### src/rtl/zx_cpu_sched.sv
// zx_cpu_sched: T-state clock-enable scheduler, ULA-style memory contention
// and frame interrupt for the 48K Z80 core.
// Optional build macro ZX_CONTEND_IO_EN: also contend I/O cycles (iorq=0 with
// a[0]=0 or a[15:14]=2'b01). Without it only mreq accesses are contended.
module zx_cpu_sched #(
    parameter int unsigned DIV        = 8,
    parameter int unsigned LINE_T     = 224,
    parameter int unsigned LINES      = 312,
    parameter int unsigned DISP_LINE  = 64,
    parameter int unsigned CONT_START = 0,
    parameter int unsigned INT_START  = 0,
    parameter int unsigned INT_LEN    = 32
) (
    input  logic        clock,
    input  logic        reset,
    input  logic [15:0] a,
    input  logic        mreq,
    input  logic        iorq,
    output logic        cep,
    output logic        cen,
    output logic        mi,
    output logic [7:0]  hcount,
    output logic [8:0]  vcount,
    output logic        stall
);

    localparam int unsigned PH_W       = (DIV > 2) ? $clog2(DIV) : 1;
    localparam int unsigned H_W        = 8;
    localparam int unsigned V_W        = 9;
    localparam int unsigned F_W        = 17;
    localparam int unsigned D_W        = 3;
    localparam int unsigned DISP_LINES = 192;
    localparam int unsigned CONT_LEN   = 128;

    typedef enum logic {
        ST_RUN   = 1'b0,
        ST_STALL = 1'b1
    } state_t;

    state_t           state_q, state_d;
    logic [PH_W-1:0]  phase_q, phase_d;
    logic [H_W-1:0]   hcount_q, hcount_d;
    logic [V_W-1:0]   vcount_q, vcount_d;
    logic [D_W-1:0]   delay_q, delay_d;
    logic             held_q, held_d;
    logic             cep_q, cep_d;
    logic             cen_q, cen_d;
    logic             mi_q, mi_d;
    logic             stall_q, stall_d;

    logic [V_W-1:0]   voff_c;
    logic [H_W-1:0]   hoff_c;
    logic [F_W-1:0]   frame_c;
    logic [F_W-1:0]   int_off_c;
    logic             mem_hit_c;
    logic             io_hit_c;
    logic             contend_c;
    logic             in_int_c;
    logic [D_W-1:0]   delay_tab_c;

    // Free-running phase / T-state / line counters; never held by contention
    always_comb begin
        phase_d  = phase_q;
        hcount_d = hcount_q;
        vcount_d = vcount_q;
        if (phase_q == PH_W'(DIV - 1)) begin
            phase_d = '0;
            if (hcount_q == H_W'(LINE_T - 1)) begin
                hcount_d = '0;
                vcount_d = (vcount_q == V_W'(LINES - 1)) ? '0 : vcount_q + V_W'(1);
            end else begin
                hcount_d = hcount_q + H_W'(1);
            end
        end else begin
            phase_d = phase_q + PH_W'(1);
        end
    end

    // Contention predicate, delay table lookup and interrupt window test
    always_comb begin
        voff_c    = vcount_q - V_W'(DISP_LINE);
        hoff_c    = hcount_q - H_W'(CONT_START);
        mem_hit_c = !mreq && (a[15:14] == 2'b01);
`ifdef ZX_CONTEND_IO_EN
        io_hit_c  = !iorq && (!a[0] || (a[15:14] == 2'b01));
`else
        io_hit_c  = 1'b0;
`endif
        // Offsets wrap below the window start, so one compare bounds both ends
        contend_c = (mem_hit_c || io_hit_c) && (voff_c < V_W'(DISP_LINES)) &&
                    (hoff_c < H_W'(CONT_LEN)) && !held_q;
        case (hoff_c[2:0])
            3'd0:    delay_tab_c = D_W'(6);
            3'd1:    delay_tab_c = D_W'(5);
            3'd2:    delay_tab_c = D_W'(4);
            3'd3:    delay_tab_c = D_W'(3);
            3'd4:    delay_tab_c = D_W'(2);
            3'd5:    delay_tab_c = D_W'(1);
            default: delay_tab_c = D_W'(0);
        endcase
        frame_c   = F_W'(vcount_q) * F_W'(LINE_T) + F_W'(hcount_q);
        int_off_c = frame_c - F_W'(INT_START);
        in_int_c  = int_off_c < F_W'(INT_LEN);
    end

    // RUN/STALL next state, enable pulses, held flag and interrupt level
    always_comb begin
        state_d = state_q;
        delay_d = delay_q;
        held_d  = held_q;
        stall_d = stall_q;
        mi_d    = mi_q;
        cep_d   = 1'b0;
        cen_d   = 1'b0;
        if (phase_q == '0) begin
            mi_d = !in_int_c;
            case (state_q)
                ST_RUN: begin
                    if (mreq && iorq) begin
                        held_d = 1'b0;
                    end
                    if (contend_c && (delay_tab_c != '0)) begin
                        delay_d = delay_tab_c;
                        stall_d = 1'b1;
                        state_d = ST_STALL;
                    end else begin
                        if (contend_c) begin
                            held_d = 1'b1;
                        end
                        cep_d = 1'b1;
                    end
                end
                ST_STALL: begin
                    if (delay_q <= D_W'(1)) begin
                        delay_d = '0;
                        stall_d = 1'b0;
                        held_d  = 1'b1;
                        cep_d   = 1'b1;
                        state_d = ST_RUN;
                    end else begin
                        delay_d = delay_q - D_W'(1);
                    end
                end
                default: state_d = ST_RUN;
            endcase
        end
        if (phase_q == PH_W'(DIV / 2)) begin
            cen_d = !stall_q;
        end
    end

    // State register
    always_ff @(posedge clock or negedge reset) begin
        if (!reset) begin
            state_q  <= ST_RUN;
            phase_q  <= '0;
            hcount_q <= '0;
            vcount_q <= '0;
            delay_q  <= '0;
            held_q   <= 1'b0;
            cep_q    <= 1'b0;
            cen_q    <= 1'b0;
            mi_q     <= 1'b1;
            stall_q  <= 1'b0;
        end else begin
            state_q  <= state_d;
            phase_q  <= phase_d;
            hcount_q <= hcount_d;
            vcount_q <= vcount_d;
            delay_q  <= delay_d;
            held_q   <= held_d;
            cep_q    <= cep_d;
            cen_q    <= cen_d;
            mi_q     <= mi_d;
            stall_q  <= stall_d;
        end
    end

    assign cep    = cep_q;
    assign cen    = cen_q;
    assign mi     = mi_q;
    assign stall  = stall_q;
    assign hcount = hcount_q;
    assign vcount = vcount_q;

endmodule

### config.mk
export PLATFORM = sky130hd
export DESIGN_NAME = zx_cpu_sched
export DESIGN_NICKNAME = d
export VERILOG_FILES = /design/src/rtl/zx_cpu_sched.sv
export SDC_FILE = /design/constraint.sdc
export NUM_CORES = 1
export LEC_CHECK = 0
export CORE_UTILIZATION = 30
export CTS_BUF_LIST = sky130_fd_sc_hd__clkbuf_4
export CTS_CLUSTER_DIAMETER = 60
export DETAILED_ROUTE_END_ITERATION = 8
export SLEW_MARGIN = 5
export SYNTH_ARGS = -nofsm -noshare
export SYNTH_HDL_FRONTEND = slang
export SYNTH_SLANG_ARGS = --single-unit
### constraint.sdc
create_clock -name clock -period 6.5 [get_ports clock]
set_input_delay 1.625 -clock clock [delete_from_list [all_inputs] [get_ports clock]]
set_output_delay 1.625 -clock clock [all_outputs]
set_load 0.1 [all_outputs]
==> results of run 1 <==
stage by stage:
stage,hold slack (ns),std cells
after floorplan,0.424,271
after global placement,0.436,396
after detailed placement,0.461,396
after CTS,0.473,403
after global routing,0.514,403
final,0.465,403
worst register-to-register path: cells and delay by family (launching register included):
kind / cells / cell delay, ns
compound gates: 6 / 1.15
simple gates: 1 / 0.15
flops: 1 / 0.50
buf+inv: 1 / 0.08
fa+ha+maj: 3 / 1.28
synth_stat cells, types with 2 or more instances:
| cell type | number | share of area [%] |
|---|---|---|
| ha_1 | 32 | 16 |
| nor2_1 | 29 | 4.5 |
| dfrtp_1 | 28 | 29 |
| nand2_1 | 21 | 3.2 |
| inv_1 | 20 | 3.1 |
| o21ai_0 | 20 | 4.1 |
| a21oi_1 | 16 | 3.3 |
| o21ai_1 | 11 | 2.3 |
| fa_1 | 10 | 8.2 |
| nand3_1 | 10 | 2.0 |
| nor3_1 | 6 | 1.2 |
| xor2_1 | 6 | 2.1 |
| nor2b_1 | 4 | 1.0 |
| xnor2_1 | 4 | 1.4 |
| nand2b_1 | 3 | 0.77 |
| nand4_1 | 3 | 0.77 |
| or3_1 | 3 | 0.77 |
| a21o_1 | 2 | 0.61 |
| a31oi_1 | 2 | 0.51 |
| and2_1 | 2 | 0.51 |
| and3_1 | 2 | 0.51 |
| buf_2 | 2 | 0.41 |
| clkbuf_1 | 2 | 0.31 |
| nor3b_1 | 2 | 0.61 |
| nor4_1 | 2 | 0.51 |
| o2111ai_1 | 2 | 0.72 |
| o22ai_1 | 2 | 0.51 |
| o31ai_1 | 2 | 0.61 |
worst paths after layout:
path                             from    endpoint  slack, ns  cells past startpoint
min reg2reg                phase_q[0]  phase_q[0]       0.46                      1
min                        phase_q[0]  phase_q[0]       0.46                      1
min in group asynchronous       reset  phase_q[0]       1.68                      2
max in group asynchronous       reset          mi       4.49                      2
max reg2reg                 vcount[0]          mi       3.27                     11
max                         vcount[6]   vcount[6]       2.64                      1
cell families after synthesis:
group / synth area share, %
xor+xnor: 3.58
flops: 29.7
mux: 0.461
simple gates: 19.8
fa+ha+maj: 24.6
compound gates: 18.1
buf+inv: 3.79
per-layer routing:
layer / vias up / track usage, %
met1: 928 / 18.5
met5: - / 0
met3: 4 / 2.24
met4: 0 / 3.52
met2: 19 / 21.5
li1: 1018 / -
power breakdown:
group	internal, mW	total [mW]	switching [mW]	leakage, nW
Combinational	0.00322	0.00759	0.00437	0.866
Clock	0.0434	0.105	0.0613	0.0292
Sequential	0.180	0.180	0	0.367
Total	0.227	0.293	0.0657	1.26
sequential cells by signal (all words and copies together) (netlist names):
| register | count |
|---|---|
| cen | 1 |
| cep | 1 |
| delay_q | 3 |
| hcount | 8 |
| held_q | 1 |
| mi | 1 |
| phase_q | 3 |
| stall | 1 |
| state_q | 1 |
| vcount | 9 |
final cells by class:
| type | instances | area, um^2 |
|---|---|---|
| timing repair buffer | 27 | 268 |
| sequential | 29 | 727 |
| inverter | 20 | 75.1 |
| fill | 813 | 4940 |
| multi-input combinational | 218 | 1630 |
| tap | 102 | 128 |
| clock inverter | 1 | 3.75 |
| clock buffer | 6 | 45.0 |
==> results.tsv, run 1 <==
metric	value	unit
GRT Residual Overflow	0	
DR top layer	met4	
Fmax achieved	259	MHz
Synthesis Warnings	0	
via count	1969	
worst stage delay on the critical path	1.23	ns
#FFs+latches synth	29	
clock root cell	clkbuf_4	
RSZ-0062 raised after global routing	no	
postcts setup bufs	0	
count of unique library cells instantiated by Yosys	51	
layout cells sized above 1	5.65	%
die width	92.3	um
Post-synth EDFFs	0	
final WL	5.28	mm
syn nets	333	
Area growth syn-to-layout	17.5	%
HP Class	reg -> reg	
CP max-delay cell	clkdlybuf4s50_1	
global-route wire length before repair	9.05	mm
1st-iter DRT viols	115	
Final Hold Viols	0	
Post-Syn Area	2440	um^2
final worst setup slack	2.64	ns
commonest non-fill, non-tap cell in the layout	ha_1	
Longest Clk Path Bufs	2	
clock sink count	29	
post-route minimum period	3.86	ns
Tot GR Track Use	13.3	%
Total Power	0.293	mW
Max Fanout on Critical Path	10	
pre-CTS setup slack	2.98	ns
final instance area	2870	um^2
syn_area_per_cell	9.02	um^2
Buffers & Inverters on Critical Path	1	
Final nets	363	
WL/cell	13.1	um
Final HPWL DP	4.06	mm
Async SR Flop Fraction	100	%
status	completed	
CP required	4.88	ns
metal2 WL	2.43	mm
Worst setup EP type	primary output	
core area	7810	um^2
setup_tns	0	ns
slew of the pin with the lowest slew margin	0.980	ns
met3 wire len	132	um
DIE AREA	8510	um^2
Cells after Synth	271	
Worst-Skew Late Latency	0.32	ns
worst-path cell chain	clkdlybuf4s50_1	
Slew headroom	34.4	%
worst clock skew	0.0105	ns
Routed Antenna Nets	0	
Worst-path clk slew	0.09	ns
H-tree depth reported by CTS	2	
Max Cap Viol	0	
CTS tree	yes	
Die H	92.3	um
WL met1	2.68	mm
setup violators final	0	
crit path DAT	2.24	ns
Top FF cell, synth	dfrtp_1	
most frequent cells in the layout	ha_1, nor2_1, dfrtp_1, clkdlybuf4s50_1, nand2_1	
CP Launch Type	flop	
Pre-antenna DRT Iters	4	
post-layout util	36.8	%
CTS buffer count	5	
vias per cell	4.89	
static leakage	1.26	nW
FP Rows	32	
pwr dens	102	nW/um^2
Crit Path Class	reg -> out	
crit-path leading delay family	buffers and inverters	
global placer's final weighted congestion	0.781	
PostCTS Resize Cnt	0	
Antenna Cells	0	
Slew Viols, Final	0	
total I/O pin count	41	
hold_buf cts	0	
port bufs	26	
period utilization	59.4	%
Initial Util	31.3	%
Peak VDD IR	61.3	uV
DRC viols	0	
sequential area share after synthesis	29.7	%
largest net degree at the start of global routing	30	
initial antenna violation count	0	
Placed Area	2820	um^2
vias in the first global route	1838	
No activity file was read; power rests on OpenSTA's default activity.
==> run 2, diff against run 1 <==
Clock period 6.5 ns to 3.8 ns, I/O delays scaled along.
==> run 2 against run 1 <==
Compared with the run above: via count is 0.81% higher; clock power is 72% higher; first-iteration DRC count is 27% lower; critical path depth is 10 higher; flip-flop and latch count stayed put; routed wire length is 0.68% lower; highest routed layer unchanged; setup slack worse by 2.1 ns; register-to-register slack worse by 2.7 ns.
==> results.tsv, run 2 (synthesized netlist as in run 1, its figures left out) <==
metric	value	unit	change
R2R Setup Slk	0.54	ns	-2.73 ns
pwr dens	177	nW/um^2	+74%
Initial Util	31.3	%	unchanged
reg2reg start	vcount[0]		
part of the power in combinational logic	2.5	%	about the same
static leakage	1.29	nW	+2.6%
H-tree depth reported by CTS	2		unchanged
Peak VDD IR	82.9	uV	+35%
commonest non-fill, non-tap cell in the layout	ha_1		
1st-iter DRT viols	84		-27%
HP Start	phase_q[0]		
most frequent cells in the layout	ha_1, nor2_1, dfrtp_1, nand2_1		
total I/O pin count	41		unchanged
final WL	5.25	mm	-0.68%
Final HPWL DP	4.02	mm	-1.0%
CP Launch Type	flop		
status	completed		
Fmax achieved	307	MHz	
postcts setup bufs	0		unchanged
clock sink count	29		unchanged
Worst setup EP type	flop		
die width	92.3	um	unchanged
setup violators final	0		unchanged
Area growth syn-to-layout	16.3	%	
max reg flops	9		unchanged
CTS tree	yes		
Max Fanout on Critical Path	9		-1
PostCTS Resize Cnt	0		unchanged
Worst-path clk slew	0.10	ns	about the same
Slew headroom	35.3	%	+0.83 points
switching share of power	24.3	%	+1.8 points
crit path DAT	3.52	ns	+1.28 ns
Int Power	0.381	mW	+68%
Fillers	811		-0.25%
Worst-Skew Late Latency	0.34	ns	+0.02 ns
global-route wire length before repair	9.09	mm	+0.46%
Total Power	0.503	mW	+72%
Tot GR Track Use	13.7	%	+0.36 points
FF-to-FF End	mi		
CTS buffer count	5		unchanged
global placer's final weighted congestion	0.805		+3.0%
final worst setup slack	0.544	ns	-2.09 ns
Pre-antenna DRT Iters	4		unchanged
initial antenna violation count	0		unchanged
Final nets	364		+0.28%
sequential power share	61.4	%	-0.2 points
DRC viols	0		unchanged
period utilization	85.7	%	
layout cells sized above 1	10.9	%	+5.2 points
Crit Path Class	reg -> reg		
clock root cell	clkbuf_4		
post-route minimum period	3.26	ns	
WL/cell	13.0	um	-1.2%
GRT Residual Overflow	0		unchanged
pre-CTS setup slack	0.537	ns	-2.44 ns
Final Hold Viols	0		unchanged
Hold Crit Endpoint	phase_q[0]		
setup_tns	0	ns	unchanged
RSZ-0062 raised after global routing	no		
sw power	0.122	mW	+86%
slew of the pin with the lowest slew margin	0.968	ns	-0.0124 ns
Die H	92.3	um	unchanged
port bufs	26		unchanged
largest net degree at the start of global routing	30		unchanged
Antenna Cells	0		unchanged
worst clock skew	0.00491	ns	-0.00561 ns
worst r2r path cells	11		unchanged
Slew Viols, Final	0		unchanged
post-layout util	36.4	%	-0.37 points
CP required	4.06	ns	-0.82 ns
vias in the first global route	1843		+0.27%
clock power share	36.1	%	+0.3 points
Routed Antenna Nets	0		unchanged
vias per cell	4.90		+0.31%
Longest Clk Path Bufs	2		unchanged
core area	7810	um^2	unchanged
HP Class	reg -> reg		
Max Cap Viol	0		unchanged
DIE AREA	8510	um^2	unchanged
FP Rows	32		unchanged
via count	1985		+0.81%
hold_buf cts	0		unchanged
hold depth	1		unchanged
==> run 2: cell types whose count changed in the layout (fill, tap and decap cells not counted) <==
cell             change
clkinv_2             +1
clkdlybuf4s50_1     -15
clkinv_1             +1
buf_4               +16
clkbuf_4             -1
==> run 2: metrics by stage <==
stage / instances / area (um^2) / hold WS, ns
2_1_floorplan: 271 / 2440 / 0.424
3_3_place_gp: 397 / 2790 / 0.438
3_5_place_dp: 397 / 2790 / 0.467
4_1_cts: 405 / 2840 / 0.479
5_1_grt: 405 / 2840 / 0.507
6_report: 405 / 2840 / 0.475
==> run 2: per-layer routing <==
layer | vias to the layer above | global-route usage [%] | wire (um)
met1 | 929 | 19.2 | 2670
met2 | 25 | 20.9 | 2350
li1 | 1023 | - | -
met5 | - | 0 | 0
met3 | 8 | 2.24 | 139
met4 | 0 | 5.47 | 87
==> run 2: worst max-delay path by stage <==
stage                     slack [ns]       from  end  depth (start not counted)
after floorplan                 0.32  vcount[2]   mi                         11
after global placement          0.63  vcount[0]   mi                         11
after detailed placement        0.54  vcount[0]   mi                         11
after CTS                       0.50  vcount[0]   mi                         11
after global routing            0.35  vcount[0]   mi                         11
final                           0.54  vcount[0]   mi                         11
==> run 2: area by class of cell <==
cell class	count	area [um^2]	share of cell area [%]
Timing Repair Buffer	28	238	8.36
Clock inverter	3	12.5	0.440
Tap cell	102	128	4.49
Inverter	20	75.1	2.64
Sequential cell	29	727	25.6
Clock buffer	5	37.5	1.32
Multi-Input combinational cell	218	1630	57.2
==> run 2: power groups by stage <==
stage	Clock (mW)	Sequential, mW	Combinational [mW]
4_1_cts	0.183	0.308	0.0135
3_5_place_dp	0	0.314	0.0136
2_1_floorplan	0	0.315	0.000677
3_3_place_gp	0	0.314	0.0134
5_1_grt	0.200	0.308	0.0144
6_report	0.181	0.308	0.0128
==> run 2: critical path, stage by stage (launching register included) <==
cell and delay, ns:
dfrtp_1 0.51, fa_1 0.59, ha_1 0.21, inv_1 0.08, fa_1 0.49, nor2b_4 0.15, o311ai_2 0.13, a221oi_2 0.32
o21ai_0 0.12, a311oi_1 0.34, a211oi_1 0.09, a31oi_1 0.15
==> run 3, diff against run 2 <==
Settings changed: ABC_AREA set to 1.
==> run 3 against run 2 <==
Compared with the run above: utilization shrank 0.18 points; area after synthesis increased by 11%; critical path type unchanged; count of clock-buffer cells in the layout is 1 higher; clock skew grew 0.014 ns; fmax up 12%.
==> results.tsv, run 3 <==
metric	value	unit	change
Die H	97.1	um	+5.2%
Finished Layout Cells	517		+28%
adder-cell share of the synthesized area	22.1	%	-2.4 points
Slew Viols, Final	0		unchanged
global-route wire length before repair	10.1	mm	+11%
GRT Residual Overflow	0		unchanged
Peak VDD IR	152	uV	+84%
Routed Antenna Nets	0		unchanged
DIE AREA	9430	um^2	+11%
layout cells sized above 1	8.56	%	-2.3 points
Final HPWL DP	4.53	mm	+13%
status	completed		
RSZ-0062 raised after global routing	no		
largest family of logic cells by synthesized area	simple AND/OR/NAND/NOR gates		
setup_tns	0	ns	unchanged
initial antenna violation count	0		unchanged
Max Cap Viol	0		unchanged
sequential area share after synthesis	26.8	%	-2.9 points
largest net degree at the start of global routing	30		unchanged
via count	2392		+21%
Compound-Gate Fraction of Synth Area	8.49	%	-9.6 points
clock sink count	29		unchanged
dpl cells	509		+28%
simple-gate portion of the synthesized area	31.4	%	+12 points
global placer's final weighted congestion	0.818		+1.7%
final WL	5.53	mm	+5.3%
Pre-antenna DRT Iters	4		unchanged
Post-Syn Area	2710	um^2	+11%
Top FF cell, synth	dfrtp_1		
WL/cell	10.7	um	-17%
syn_area_per_cell	7.23	um^2	-20%
die width	97.1	um	+5.2%
Worst-Skew Late Latency	0.33	ns	about the same
port bufs	26		unchanged
worst clock skew	0.0193	ns	+0.0144 ns
count of unique library cells instantiated by Yosys	33		-35%
setup violators final	0		unchanged
Fmax achieved	343	MHz	+12%
FP Rows	34		+6.3%
XOR/XNOR Fraction of Synth Area	1.94	%	-1.6 points
final worst setup slack	0.887	ns	+0.343 ns
CP Launch Type	flop		
static leakage	1.62	nW	+25%
Synth top area share	25.8	%	-2.8 points
hold_buf cts	0		unchanged
Synth area leaders	dfrtp_1, ha_1, nand2_1		
top post-synthesis cells by count	nand2_1, inv_1, ha_1, nor2_1, dfrtp_1		
Async SR Flop Fraction	100	%	unchanged
PostCTS Resize Cnt	0		unchanged
clock root cell	clkbuf_4		
vias in the first global route	2246		+22%
Synthesis Warnings	0		unchanged
slew of the pin with the lowest slew margin	0.968	ns	+0.000557 ns
Area growth syn-to-layout	16.5	%	
total I/O pin count	41		unchanged
#FFs+latches synth	29		unchanged
postcts setup bufs	0		unchanged
pwr dens	183	nW/um^2	+3.2%
CTS tree	yes		
DRC viols	0		unchanged
pre-CTS setup slack	0.856	ns	+0.319 ns
Final nets	470		+29%
Post-synth EDFFs	0		unchanged
CTS buffer count	5		unchanged
Initial Util	31.1	%	-0.21 points
most instantiated library cell after synthesis	nand2_1		
Crit Path Class	reg -> reg		
crit path DAT	3.19	ns	-0.33 ns
syn nets	437		+31%
most frequent cells in the layout	nand2_1, inv_1, nor2_1, ha_1, dfrtp_1		
H-tree depth reported by CTS	2		unchanged
Tot GR Track Use	12.7	%	-0.95 points
vias per cell	4.63		-5.6%
Longest Clk Path Bufs	2		unchanged
cell taking the most area after synthesis	dfrtp_1		
post-layout util	36.2	%	-0.18 points
post-synthesis mux area share	0.369	%	-0.092 points
Slew headroom	35.2	%	-0.037 points
Worst-path clk slew	0.10	ns	about the same
CP required	4.07	ns	about the same
post-route minimum period	2.91	ns	-0.343 ns
core area	8720	um^2	+12%
1st-iter DRT viols	82		-2.4%
Antenna Cells	0		unchanged
Cells after Synth	375		+38%
Max Fanout on Critical Path	8		-1
commonest non-fill, non-tap cell in the layout	nand2_1		
Worst setup EP type	flop		
Final Hold Viols	0		unchanged
HP Class	reg -> reg		
max reg flops	9		unchanged
period utilization	76.6	%	-9.0 points
[run 3: cell count changes in the layout (fill, tap and decap cells not counted), sizes merged, moves of 7 or more]
| cell | before | now |
|---|---|---|
| inv | 20 | 60 |
| nand2 | 21 | 107 |
| nand3 | 10 | 27 |
| nor2 | 30 | 37 |
| o21ai | 31 | 17 |
[run 3: cells by family after synthesis]
group | count (synthesis)
compound gates | 42
xor+xnor | 6
fa+ha+maj | 42
buf+inv | 63
flops | 29
mux | 1
simple gates | 192
[run 3: worst max-delay path: stages (launching register included)]
cell and delay (ns):
dfrtp_1 0.51, fa_1 0.58, ha_1 0.21, inv_1 0.10
fa_1 0.53, inv_1 0.11, nand2_1 0.05, nor2_1 0.11
nor2_1 0.08, nor2_2 0.09, nand3_1 0.10, o21ai_0 0.15
nand2_1 0.07, nor2_1 0.10, a21oi_1 0.07
[run 3: power by group]
part | total (mW) | internal (mW) | switching (mW)
clock | 0.252 | 0.144 | 0.107
combinational | 0.0156 | 0.00663 | 0.00895
sequential | 0.310 | 0.309 | 0.000245
[run 3: layer usage]
layer	vias up	global-route usage, %	wire length (um)
met5	-	0	0
met4	0	3.79	68
met3	5	2.23	126
met2	24	21.7	2590
met1	1096	16.4	2750
li1	1267	-	-
[run 3: worst paths after layout]
kind | start | endpoint | slack, ns | depth (start not counted)
max | vcount[0] | mi | 0.89 | 14
min | stall | cen | 0.46 | 1
max reg2reg | vcount[0] | mi | 0.89 | 14
min reg2reg | stall | cen | 0.46 | 1
max in group asynchronous | reset | mi | 2.49 | 2
min in group asynchronous | reset | cen | 0.99 | 2
[run 3: final cells by class]
class	count	area, um^2
Inverter	62	233
Fill cell	902	5560
Sequential cell	29	727
Timing Repair Buffer	27	240
Tap cell	108	135
Multi-Input combinational cell	283	1750
Clock buffer	6	45.0
Clock inverter	2	33.8
[run 3: stage by stage]
| step | cell area, um^2 | total power, mW | hold WS (ns) |
|---|---|---|---|
| floorplan | 2710 | 0.318 | 0.424 |
| global placement | 3080 | 0.332 | 0.441 |
| detailed placement | 3080 | 0.332 | 0.448 |
| CTS | 3160 | 0.588 | 0.463 |
| global route | 3160 | 0.606 | 0.502 |
| finish | 3160 | 0.577 | 0.456 |
